==> config.mk <==
export PLATFORM = sky130hd
export DESIGN_NAME = cnn_window_ctrl
export DESIGN_NICKNAME = d
export VERILOG_FILES = /design/src/rtl/cnn_window_ctrl.sv
export SDC_FILE = /design/constraint.sdc
export NUM_CORES = 1
export LEC_CHECK = 0
export BUFFER_PORTS_ARGS = -buffer_cell sky130_fd_sc_hd__clkbuf_2
export CAP_MARGIN = 10
export CORE_MARGIN = 2
export CORE_UTILIZATION = 50
export CTS_BUF_LIST = sky130_fd_sc_hd__clkbuf_4 sky130_fd_sc_hd__clkbuf_8
export DETAILED_ROUTE_END_ITERATION = 12
export PLACE_DENSITY = 0.68
export SLEW_MARGIN = 20
export SYNTH_ARGS = -nofsm -noshare
export SYNTH_HDL_FRONTEND = slang
export SYNTH_SLANG_ARGS = --single-unit
export TNS_END_PERCENT = 5
==> constraint.sdc <==
create_clock -name iClk -period 6.07 [get_ports iClk]
set_input_delay 0.607 -clock iClk [delete_from_list [all_inputs] [get_ports iClk]]
set_output_delay 0.607 -clock iClk [all_outputs]
set_load 0.01 [all_outputs]
==> src/rtl/cnn_window_ctrl.sv <==
// Raster-scan read sequencer for the CNN front end: issues frame reads, tags the
// returned pixels with row/column and flags the bottom-right tap of each full 3x3 window.
module cnn_window_ctrl #(
  parameter int IMG_W  = 480,
  parameter int IMG_H  = 272,
  parameter int ADDR_W = 17,
  parameter int RD_LAT = 1
) (
  input  logic              iClk,
  input  logic              iRst,
  input  logic              iStart,
  input  logic              iBusy,
  output logic              oRdEn,
  output logic [ADDR_W-1:0] oRdAddr,
  output logic              oPixValid,
  output logic [8:0]        oCol,
  output logic [8:0]        oRow,
  output logic              oWinValid,
  output logic              oActive,
  output logic              oFrameDone
);

  typedef enum logic [1:0] {IDLE, FETCH, DRAIN, DONE} state_t;

  localparam logic [ADDR_W-1:0] LAST_ADDR  = ADDR_W'(IMG_W * IMG_H - 1);
  localparam logic [8:0]        LAST_COL   = 9'(IMG_W - 1);
  localparam logic [2:0]        LAST_DRAIN = 3'(RD_LAT - 1);

  state_t              r_state;
  logic [ADDR_W-1:0]   r_addr;
  logic [8:0]          r_col;
  logic [8:0]          r_row;
  logic [2:0]          r_drainCnt;
  logic                r_active;
  logic                r_frameDone;
  logic [RD_LAT-1:0]       r_pipeVld;
  logic [RD_LAT-1:0][8:0]  r_pipeRow;
  logic [RD_LAT-1:0][8:0]  r_pipeCol;
  logic                w_rdEn;

  // The stall has to gate the read in the same cycle, so this is the one combinational output.
  assign w_rdEn = (r_state == FETCH) && !iBusy;

  always_ff @(posedge iClk or posedge iRst) begin
    if (iRst) begin
      r_state     <= IDLE;
      r_addr      <= '0;
      r_col       <= '0;
      r_row       <= '0;
      r_drainCnt  <= '0;
      r_active    <= 1'b0;
      r_frameDone <= 1'b0;
    end else begin
      case (r_state)
        IDLE: begin
          if (iStart) begin
            r_addr   <= '0;
            r_col    <= '0;
            r_row    <= '0;
            r_active <= 1'b1;
            r_state  <= FETCH;
          end
        end
        FETCH: begin
          if (w_rdEn) begin
            r_addr <= r_addr + 1'b1;
            if (r_col == LAST_COL) begin
              r_col <= '0;
              r_row <= r_row + 9'd1;
            end else begin
              r_col <= r_col + 9'd1;
            end
            if (r_addr == LAST_ADDR) begin
              r_drainCnt <= '0;
              r_state    <= DRAIN;
            end
          end
        end
        // Wait out the reads still in flight before declaring the frame finished.
        DRAIN: begin
          if (r_drainCnt == LAST_DRAIN) begin
            r_frameDone <= 1'b1;
            r_state     <= DONE;
          end else begin
            r_drainCnt <= r_drainCnt + 3'd1;
          end
        end
        DONE: begin
          r_frameDone <= 1'b0;
          r_active    <= 1'b0;
          r_state     <= IDLE;
        end
        default: r_state <= IDLE;
      endcase
    end
  end

  // Mirrors the memory latency; never stalls because the memory cannot hold returned data.
  always_ff @(posedge iClk or posedge iRst) begin
    if (iRst) begin
      r_pipeVld <= '0;
      r_pipeRow <= '0;
      r_pipeCol <= '0;
    end else begin
      r_pipeVld[0] <= w_rdEn;
      r_pipeRow[0] <= r_row;
      r_pipeCol[0] <= r_col;
      for (int i = 1; i < RD_LAT; i++) begin
        r_pipeVld[i] <= r_pipeVld[i-1];
        r_pipeRow[i] <= r_pipeRow[i-1];
        r_pipeCol[i] <= r_pipeCol[i-1];
      end
    end
  end

  assign oRdEn      = w_rdEn;
  assign oRdAddr    = r_addr;
  assign oPixValid  = r_pipeVld[RD_LAT-1];
  assign oRow       = r_pipeRow[RD_LAT-1];
  assign oCol       = r_pipeCol[RD_LAT-1];
  assign oWinValid  = oPixValid && (oRow >= 9'd2) && (oCol >= 9'd2);
  assign oActive    = r_active;
  assign oFrameDone = r_frameDone;

endmodule

==> results.py, run 1 <==
metrics = {
    "die": {
        "initial_core_util_pct": 51.7,
        "die-height_um": 82.0,
        "core_area_sq_um": 5890,
        "rows": 28,
        "dieArea_sq_um": 6730,
        "pin_count": 44,
        "fp.dieW_um": 82.0,
    },
    "cts": {
        "cts_root_buffer": "clkbuf_8",
        "cts.sinks": 61,
        "clk_latency_ns": 0.34,
        "cts_resized": 0,
        "cts_hold_buf": 0,
        "ctsHtreeMaxLevel": 3,
        "clk_pin_slew_ns": 0.06,
        "clk_path_buf_depth": 2,
        "cts_buffers": 9,
        "cts_tree": "done",
        "cts_setup_buffers": 0,
    },
    "yosys": {
        "synth_top_area_cell": "dfrtp_1",
        "syn_area_sq_um": 3040,
        "synthTopCellsByCount": "dfrtp_1, nand2_1, nor2_1, nand3_1, a21oi_1",
        "yosysMostFrequentCell": "dfrtp_1",
        "synth.distinct_cells": 43,
        "syn_area_per_cell_sq_um": 9.82,
        "yosysSeqAreaShare_pct": 50.1,
        "syn_nets": 323,
        "async_reset_ff_share_pct": 100,
        "synth_area_leaders": "dfrtp_1, nand2_1, ha_1, nand3_1, or4_1",
        "ys_warn_count": 0,
        "synthCells": 310,
        "synth_ff_type": "dfrtp_1",
        "synth_top_area_share_pct": 50.1,
        "synth-seq-cells": 61,
        "synth_edf_count": 0,
    },
    "placement": {
        "dp_cells": 418,
        "portBuffers": 43,
        "place_congestion": 0.822,
        "place_area_sq_um": 3310,
        "place_hpwl_um": 4720,
    },
    "layout": {
        "drive_above_1_share_pct": 18.7,
        "fin_area_sq_um": 3550,
        "postLayoutCoreUtil_pct": 60.4,
        "finalNonFillerCells": 434,
        "fill_cells": 515,
        "antenna_cells": 0,
        "layout.nets": 367,
        "area_growth_pct": 16.7,
    },
    "route": {
        "drt_iter0_markers": 144,
        "ant_nets": 0,
        "vias": 2541,
        "drc": 0,
        "wirelength_um": 6660,
        "wl_per_cell_um": 15.4,
        "viasPerCell": 5.85,
        "firstDrtPassIters": 4,
    },
    "setup_path": {
        "criticalPathCategory": "flop to primary output",
        "crit_arrival_ns": 2.46,
        "r2r_start": "r_state[1]",
        "rr_worst_depth": 6,
        "start_kind": "flop",
        "path_common_cell": "inv_1",
        "endpoint_kind": "primary output",
        "max_stage_delay_ns": 0.67,
        "cp_cell_sequence": "inv_1, ha_1, inv_1, nor2_1, clkbuf_2",
        "crit-reg2reg-capture": "oRdAddr[9]",
        "crit_fanout": 24,
        "ff2ff_setup_slack_ns": 3.19,
        "slowest_stage": "ha_1",
        "cp.required_ns": 5.46,
    },
    "sta": {
        "layout_worst_path_cycle_share_pct": 50.6,
        "tightest_slew_ns": 0.786,
        "slew_headroom_pct": 47.6,
        "skew_ns": 0.0104,
        "setup_tns_ns": 0,
        "finalMaxSlewViolations": 0,
        "rsz0062_at_grt": "no",
        "finalSetupViolations": 0,
        "fin_crit_ns": 3.07,
        "hold_slack_ns": 0.404,
        "max_freq_mhz": 326,
        "hold_viol": 0,
    },
    "flow_run": {
        "maxCapViolations": 0,
    },
    "grt": {
        "grt_pass1_wl_um": 11300,
        "grt_pass1_vias": 2363,
        "grt_max_degree": 62,
        "track_usage_pct": 22.2,
        "grt_overflow_total": 0,
        "antenna_found_initial": 0,
    },
    "power_and_ir_drop": {
        "power_frac_clock_pct": 27.0,
        "p_sw_share_pct": 37.2,
        "comb_power_share_pct": 34.2,
        "p_seq_share_pct": 38.9,
        "p_leak_uw": 0.00167,
        "p_int_uw": 1030,
        "ir_drop_mv": 0.345,
        "p_sw_uw": 611,
        "p_per_area_nw_per_um2": 462,
    },
    "hold_path": {
        "hold_class": "flop to flop",
        "hp-start": "r_row[8]",
        "holdPathStages": 0,
        "whs_endpoint": "oRow[8]",
    },
    "outcome": {
        "status": "completed",
    },
}
==> area by class of cell <==
class	instances	area [sq um]	area share, %
Tap cell	75	93.8	2.64
Clock buffer	12	153	4.30
Sequential cell	61	1530	43.0
Inverter	8	30.0	0.845
Timing Repair Buffer	45	230	6.48
Clock inverter	4	95.1	2.68
Multi-Input combinational cell	229	1430	40.1
==> kinds of logic after synthesis <==
logic type	count (synthesis)	share of synthesized area (%)
mux	8	2.75
fa+ha+maj	9	3.70
buf+inv	20	3.04
flops	61	50.1
compound gates	63	13.2
xor+xnor	8	2.30
simple gates	141	24.9
==> power groups by stage <==
stage	Sequential, uW	Combinational (uW)	Clock (uW)
floorplan	653	369	0
global placement	643	555	0
detailed placement	645	564	0
CTS	638	567	452
global route	661	642	471
finish	638	561	442
==> cells in the final DEF, fill, tap and decap left out, types with 2 or more instances in the layout <==
master and count:
xnor2_1 5, ha_1 9, a22oi_1 2, o31ai_1 8, and4_1 2, mux2i_1 5, nand4b_1 2, clkbuf_2 43
buf_4 2, nor2_1 22, nor2b_1 2, nand2b_1 9, dfrtp_1 61, inv_1 7, and2_1 2, a31oi_1 2
nor4_1 5, mux2_2 3, nand4_1 10, clkbuf_4 2, o21ai_0 15, xor2_1 3, nand3b_1 2, nand2_1 31
o221ai_1 2, o311ai_0 2, bufinv_16 3, nand3_1 21, o211ai_1 4, nor3_1 5, and3_1 6, or3_1 6
or4_1 13, clkbuf_8 10, a21oi_1 18, a21o_1 4
==> flip-flops by register name, indices dropped and copies added (netlist names) <==
signal / flops
oActive: 1
oCol: 9
oFrameDone: 1
oPixValid: 1
oRdAddr: 17
oRow: 9
r_col: 9
r_drainCnt: 3
r_row: 9
r_state: 2
==> worst max-delay path, delay by kind of cell, from the launching register on <==
| family | cells | cell delay (ns) |
|---|---|---|
| AND/OR/NAND/NOR | 1 | 0.34 |
| adder cells (fa/ha/maj) | 1 | 0.67 |
| flip-flops | 1 | 0.40 |
| buffers and inverters | 3 | 0.71 |
==> worst max path at each step <==
| stage | cells past startpoint | endpoint | start | slack [ns] |
|---|---|---|---|---|
| detailed placement | 6 | oRdAddr[9] | r_state[1] | 3.20 |
| CTS | 5 | oRdEn | r_state[1] | 3.00 |
| global placement | 6 | oRdAddr[11] | r_state[1] | 3.29 |
| finish | 5 | oRdEn | r_state[1] | 3.00 |
| floorplan | 8 | oRdAddr[16] | r_state[0] | 3.78 |
| global route | 5 | oRdEn | r_state[1] | 2.69 |
==> layer usage <==
metal,track usage (%),part of all wire [%],up-vias,routed length [um]
met2,33.5,48,62,3190
met4,9.67,1.6,0,106
met3,4.29,4.4,8,292
met5,0,0,-,0
met1,31.2,46,1229,3070
li1,-,-,1242,-
==> stage by stage <==
stage | total power, uW | worst slack [ns]
global placement | 1200 | 3.29
finish | 1640 | 3.00
floorplan | 1020 | 3.78
detailed placement | 1210 | 3.20
CTS | 1660 | 3.00
global route | 1770 | 2.69
Power figures use the tool's default switching activity.
==> run 2: changes to the inputs <==
Clock period 6.07 ns to 3.1 ns, I/O delays scaled along.
==> results.py, run 2 (synthesized netlist as in run 1, its figures left out) <==
metrics = {
    "layout": {
        "final_common_cell": "dfrtp_1",
        "area_growth_pct": 15.4,
        "finalNonFillerCells": 436,
        "fin_area_sq_um": 3510,
        "antenna_cells": 0,
        "largest_reg_flops": 17,
        "drive_above_1_share_pct": 19.1,
        "layout.nets": 370,
        "postLayoutCoreUtil_pct": 59.7,
        "layout_common_cells": "dfrtp_1, clkbuf_2, nand2_1, nor2_1, nand3_1",
    },
    "setup_path": {
        "slowest_stage": "or4_1",
        "max_stage_delay_ns": 0.65,
        "endpoint_kind": "flop",
        "crit_family": "simple AND/OR/NAND/NOR gates",
        "criticalPathCategory": "flop to flop",
        "cp_cell_sequence": "inv_1, ha_1, o211ai_1, or4_1, or4_1, a21oi_1",
        "crit_buf_inv": 1,
        "crit_arrival_ns": 2.79,
        "start_kind": "flop",
        "crit_fanout": 10,
        "path_common_cell": "or4_1",
        "cp.required_ns": 3.35,
    },
    "power_and_ir_drop": {
        "p_leak_uw": 0.00165,
        "ir_drop_mv": 0.433,
        "p_per_area_nw_per_um2": 872,
    },
    "cts": {
        "cts_setup_buffers": 0,
        "ctsHtreeMaxLevel": 3,
        "clk_path_buf_depth": 2,
        "cts_tree": "done",
        "cts.sinks": 61,
        "clk_pin_slew_ns": 0.07,
        "clk_latency_ns": 0.33,
        "cts_root_buffer": "clkbuf_8",
        "cts_hold_buf": 0,
        "cts_buffers": 9,
        "cts_resized": 0,
    },
    "sta": {
        "skew_ns": 0.00599,
        "rsz0062_at_grt": "no",
        "finalMaxSlewViolations": 0,
        "hold_viol": 0,
        "tightest_slew_ns": 1.11,
        "max_freq_mhz": 394,
        "finalSetupViolations": 0,
        "layout_worst_path_cycle_share_pct": 81.8,
        "fin_crit_ns": 2.54,
        "setup_tns_ns": 0,
        "slew_headroom_pct": 25.4,
    },
    "route": {
        "firstDrtPassIters": 4,
        "viasPerCell": 5.95,
        "wl_per_cell_um": 16.0,
        "wirelength_um": 6960,
        "vias": 2595,
        "drc": 0,
        "drt_iter0_markers": 153,
        "ant_nets": 0,
    },
    "die": {
        "dieArea_sq_um": 6730,
        "fp.dieW_um": 82.0,
        "core_area_sq_um": 5890,
        "pin_count": 44,
        "initial_core_util_pct": 51.7,
        "rows": 28,
        "die-height_um": 82.0,
    },
    "grt": {
        "grt_pass1_wl_um": 11400,
        "track_usage_pct": 22.5,
        "antenna_found_initial": 0,
        "grt_pass1_vias": 2405,
        "grt_overflow_total": 0,
        "grt_max_degree": 44,
    },
    "outcome": {
        "status": "completed",
    },
    "placement": {
        "portBuffers": 43,
        "dp_cells": 421,
        "place_congestion": 0.815,
        "place_area_sq_um": 3330,
        "place_hpwl_um": 4930,
    },
    "flow_run": {
        "maxCapViolations": 0,
    },
    "hold_path": {
        "hold_class": "primary input to async pin",
    },
}
run 2: metal layers:
layer	up-vias	global-route usage [%]	wire length, um
met3	10	5.60	440
met1	1243	30.0	3100
met2	101	36.3	3300
met4	0	6.83	118
met5	-	0	0
li1	1241	-	-
run 2: layout make-up:
type	instances	area, sq um
flip-flops and latches	61	1530
well taps	75	93.8
clock buffers	12	165
multi-input cells	229	1430
clock inverters	3	20.0
inverters	8	30.0
fillers	538	2370
repair buffers	48	253
run 2: stage by stage:
| step | power, uW | setup slack [ns] | hold slack (ns) |
|---|---|---|---|
| global placement | 2380 | 0.715 | 0.381 |
| global route | 3310 | 0.398 | 0.229 |
| CTS | 3080 | 0.576 | 0.180 |
| finish | 3060 | 0.564 | 0.151 |
| detailed placement | 2420 | 0.595 | 0.384 |
| floorplan | 2000 | 0.808 | 0.366 |
run 2: worst paths after layout:
path                       startpoint            end  cells after the start  slack, ns
setup / recovery           r_state[0]    oRdAddr[15]                      6       0.56
min in group iClk              iStart        oActive                      3       0.35
setup reg to reg           r_state[0]    oRdAddr[15]                      6       0.56
hold / removal                   iRst  r_drainCnt[1]                      2       0.15
hold reg to reg              r_row[8]        oRow[8]                      0       0.40
max in group asynchronous        iRst        oCol[6]                      3       2.17
run 2: worst reg2reg max path, stage by stage (launching register included):
cell      delay, ns
dfrtp_1        0.41
inv_1          0.11
ha_1           0.38
o211ai_1       0.20
or4_1          0.65
or4_1          0.55
a21oi_1        0.15
run 2: power by group:
part	switching, uW	internal [uW]	leakage [uW]
Sequential	249	1010	0.000819
Combinational	691	461	0.000740
Clock	303	350	0.0000905
==> run 3: changes to the inputs <==
Settings changed: PLACE_DENSITY 0.68 to 0.71.
Clock period 3.1 ns to 2.1 ns, I/O delays scaled along.
==> results.py, run 3 (synthesized netlist as in run 1, its figures left out) <==
metrics = {
    "layout": {
        "fill_cells": 488,
        "antenna_cells": 0,
        "drive_above_1_share_pct": 27.2,
        "layout.nets": 395,
        "final_common_cell": "dfrtp_1",
        "fin_area_sq_um": 3840,
        "area_growth_pct": 26.3,
        "largest_reg_flops": 17,
        "layout_common_cells": "dfrtp_1, clkbuf_2, nand2_1, buf_4",
    },
    "route": {
        "wirelength_um": 7430,
        "firstDrtPassIters": 5,
        "wl_per_cell_um": 16.1,
        "drc": 0,
        "vias": 2699,
        "ant_nets": 0,
        "drt_iter0_markers": 146,
        "viasPerCell": 5.85,
    },
    "placement": {
        "place_congestion": 0.842,
        "place_area_sq_um": 3540,
        "pre_cts_slack_ns": -0.0312,
        "portBuffers": 43,
        "place_hpwl_um": 5220,
    },
    "power_and_ir_drop": {
        "ir_drop_mv": 0.784,
        "p_leak_uw": 0.00182,
        "p_per_area_nw_per_um2": 1350,
    },
    "die": {
        "initial_core_util_pct": 51.7,
        "rows": 28,
        "core_area_sq_um": 5890,
        "pin_count": 44,
        "dieArea_sq_um": 6730,
        "fp.dieW_um": 82.0,
        "die-height_um": 82.0,
    },
    "cts": {
        "cts.sinks": 61,
        "cts_root_buffer": "clkbuf_8",
        "clk_pin_slew_ns": 0.06,
        "cts_tree": "done",
        "ctsHtreeMaxLevel": 3,
        "cts_buffers": 9,
        "clk_path_buf_depth": 2,
        "clk_latency_ns": 0.34,
    },
    "sta": {
        "skew_ns": 0.00484,
        "fin_crit_ns": 2.18,
        "rsz0062_at_grt": "yes",
        "max_freq_mhz": 458,
        "worst_slack_ns": -0.0834,
        "hold_viol": 0,
        "tightest_slew_ns": 0.632,
        "setup_tns_ns": -0.130,
        "layout_worst_path_cycle_share_pct": 104,
        "finalSetupViolations": 2,
        "slew_headroom_pct": 57.8,
        "finalMaxSlewViolations": 0,
    },
    "setup_path": {
        "cp_cell_sequence": "inv_2, ha_4, o211ai_1, or4_4, or4_4, a21oi_2",
        "start_kind": "flop",
        "crit_buf_inv": 1,
        "crit_family": "simple AND/OR/NAND/NOR gates",
        "cp.required_ns": 2.37,
        "max_stage_delay_ns": 0.62,
        "crit_fanout": 8,
        "endpoint_kind": "flop",
        "criticalPathCategory": "flop to flop",
        "slowest_stage": "or4_4",
        "path_common_cell": "or4_4",
        "crit_arrival_ns": 2.45,
    },
    "hold_path": {
        "hold_class": "primary input to flop",
    },
    "grt": {
        "grtUsageMet1_pct": 30.8,
        "grt_most_used_layer": "met2",
        "gr-usage-met3_pct": 6.92,
        "antenna_found_initial": 0,
        "grt_max_degree": 35,
        "met2_usage_pct": 37.6,
        "grt_pass1_vias": 2522,
        "track_usage_pct": 23.7,
        "grt_overflow_total": 0,
        "grt_pass1_wl_um": 12000,
    },
    "flow_run": {
        "maxCapViolations": 0,
    },
    "outcome": {
        "violations": "negative setup slack",
        "status": "finished, violations left",
    },
}
==> run 3: cell types whose count changed in the layout (fill, tap and decap cells not counted), sizes merged <==
cell and delta:
clkinvlp -2, dlygate4sd3 +1, bufinv +3, buf +24
clkbuf -1
==> run 3: final timing paths <==
kind	startpoint	end	slack (ns)	depth (start not counted)
worst max-delay path	r_state[0]	oRdAddr[15]	-0.08	6
worst min-delay path	iBusy	oPixValid	0.26	3
worst min register to register	r_row[8]	oRow[8]	0.40	0
max in group asynchronous	iRst	r_col[1]	1.02	4
worst max register to register	r_state[0]	oRdAddr[15]	-0.08	6
min in group asynchronous	iRst	oRow[6]	0.49	3
==> run 3: layout make-up <==
type / instances / area [sq um] / share of cell area (%)
sequential: 61 / 1530 / 39.7
inverter: 8 / 30.0 / 0.781
clock buffer: 11 / 151 / 3.94
timing repair buffer: 73 / 463 / 12.0
tap: 75 / 93.8 / 2.44
clock inverter: 4 / 95.1 / 2.47
multi-input combinational: 229 / 1480 / 38.6
==> run 3: timing repair <==
| action | in CTS | in global routing |
|---|---|---|
| setup endpoints to repair | 6 | 13 |
| endpoints found under the hold margin | 27 | 0 |
| hold buffers | 1 | 0 |
| gates cloned | 0 | 0 |
| pin swaps | 2 | 9 |
| buffers inserted | 0 | 2 |
| resized for setup | 1 | 8 |
==> run 3: tightest hold or removal path: cells and delay by family <==
| family | cells | cell delay (ns) |
|---|---|---|
| simple gates | 1 | 0.06 |
| buf+inv | 2 | 0.29 |
==> run 3: through the flow <==
step	util [%]	hold slack, ns	total power, uW	std cells
after detailed placement	60.2	0.311	3830	443
after floorplan	-	0.366	3010	310
final	65.3	0.255	5180	461
after CTS	64.6	0.254	5150	459
after global routing	65.3	0.261	5510	461
after global placement	60.2	0.313	3770	443
==> run 3: power breakdown <==
part | internal [uW] | leakage [uW] | switching (uW) | total, uW
registers | 1490 | 0.000818 | 324 | 1820
clock network | 844 | 0.000125 | 456 | 1300
logic | 906 | 0.000877 | 1150 | 2060
total | 3240 | 0.00182 | 1930 | 5180
==> run 3: metal layers <==
metal | vias up | routed length [um]
met3 | 16 | 399
met4 | 0 | 151
met1 | 1303 | 3400
met2 | 88 | 3470
met5 | - | 0
li1 | 1292 | -
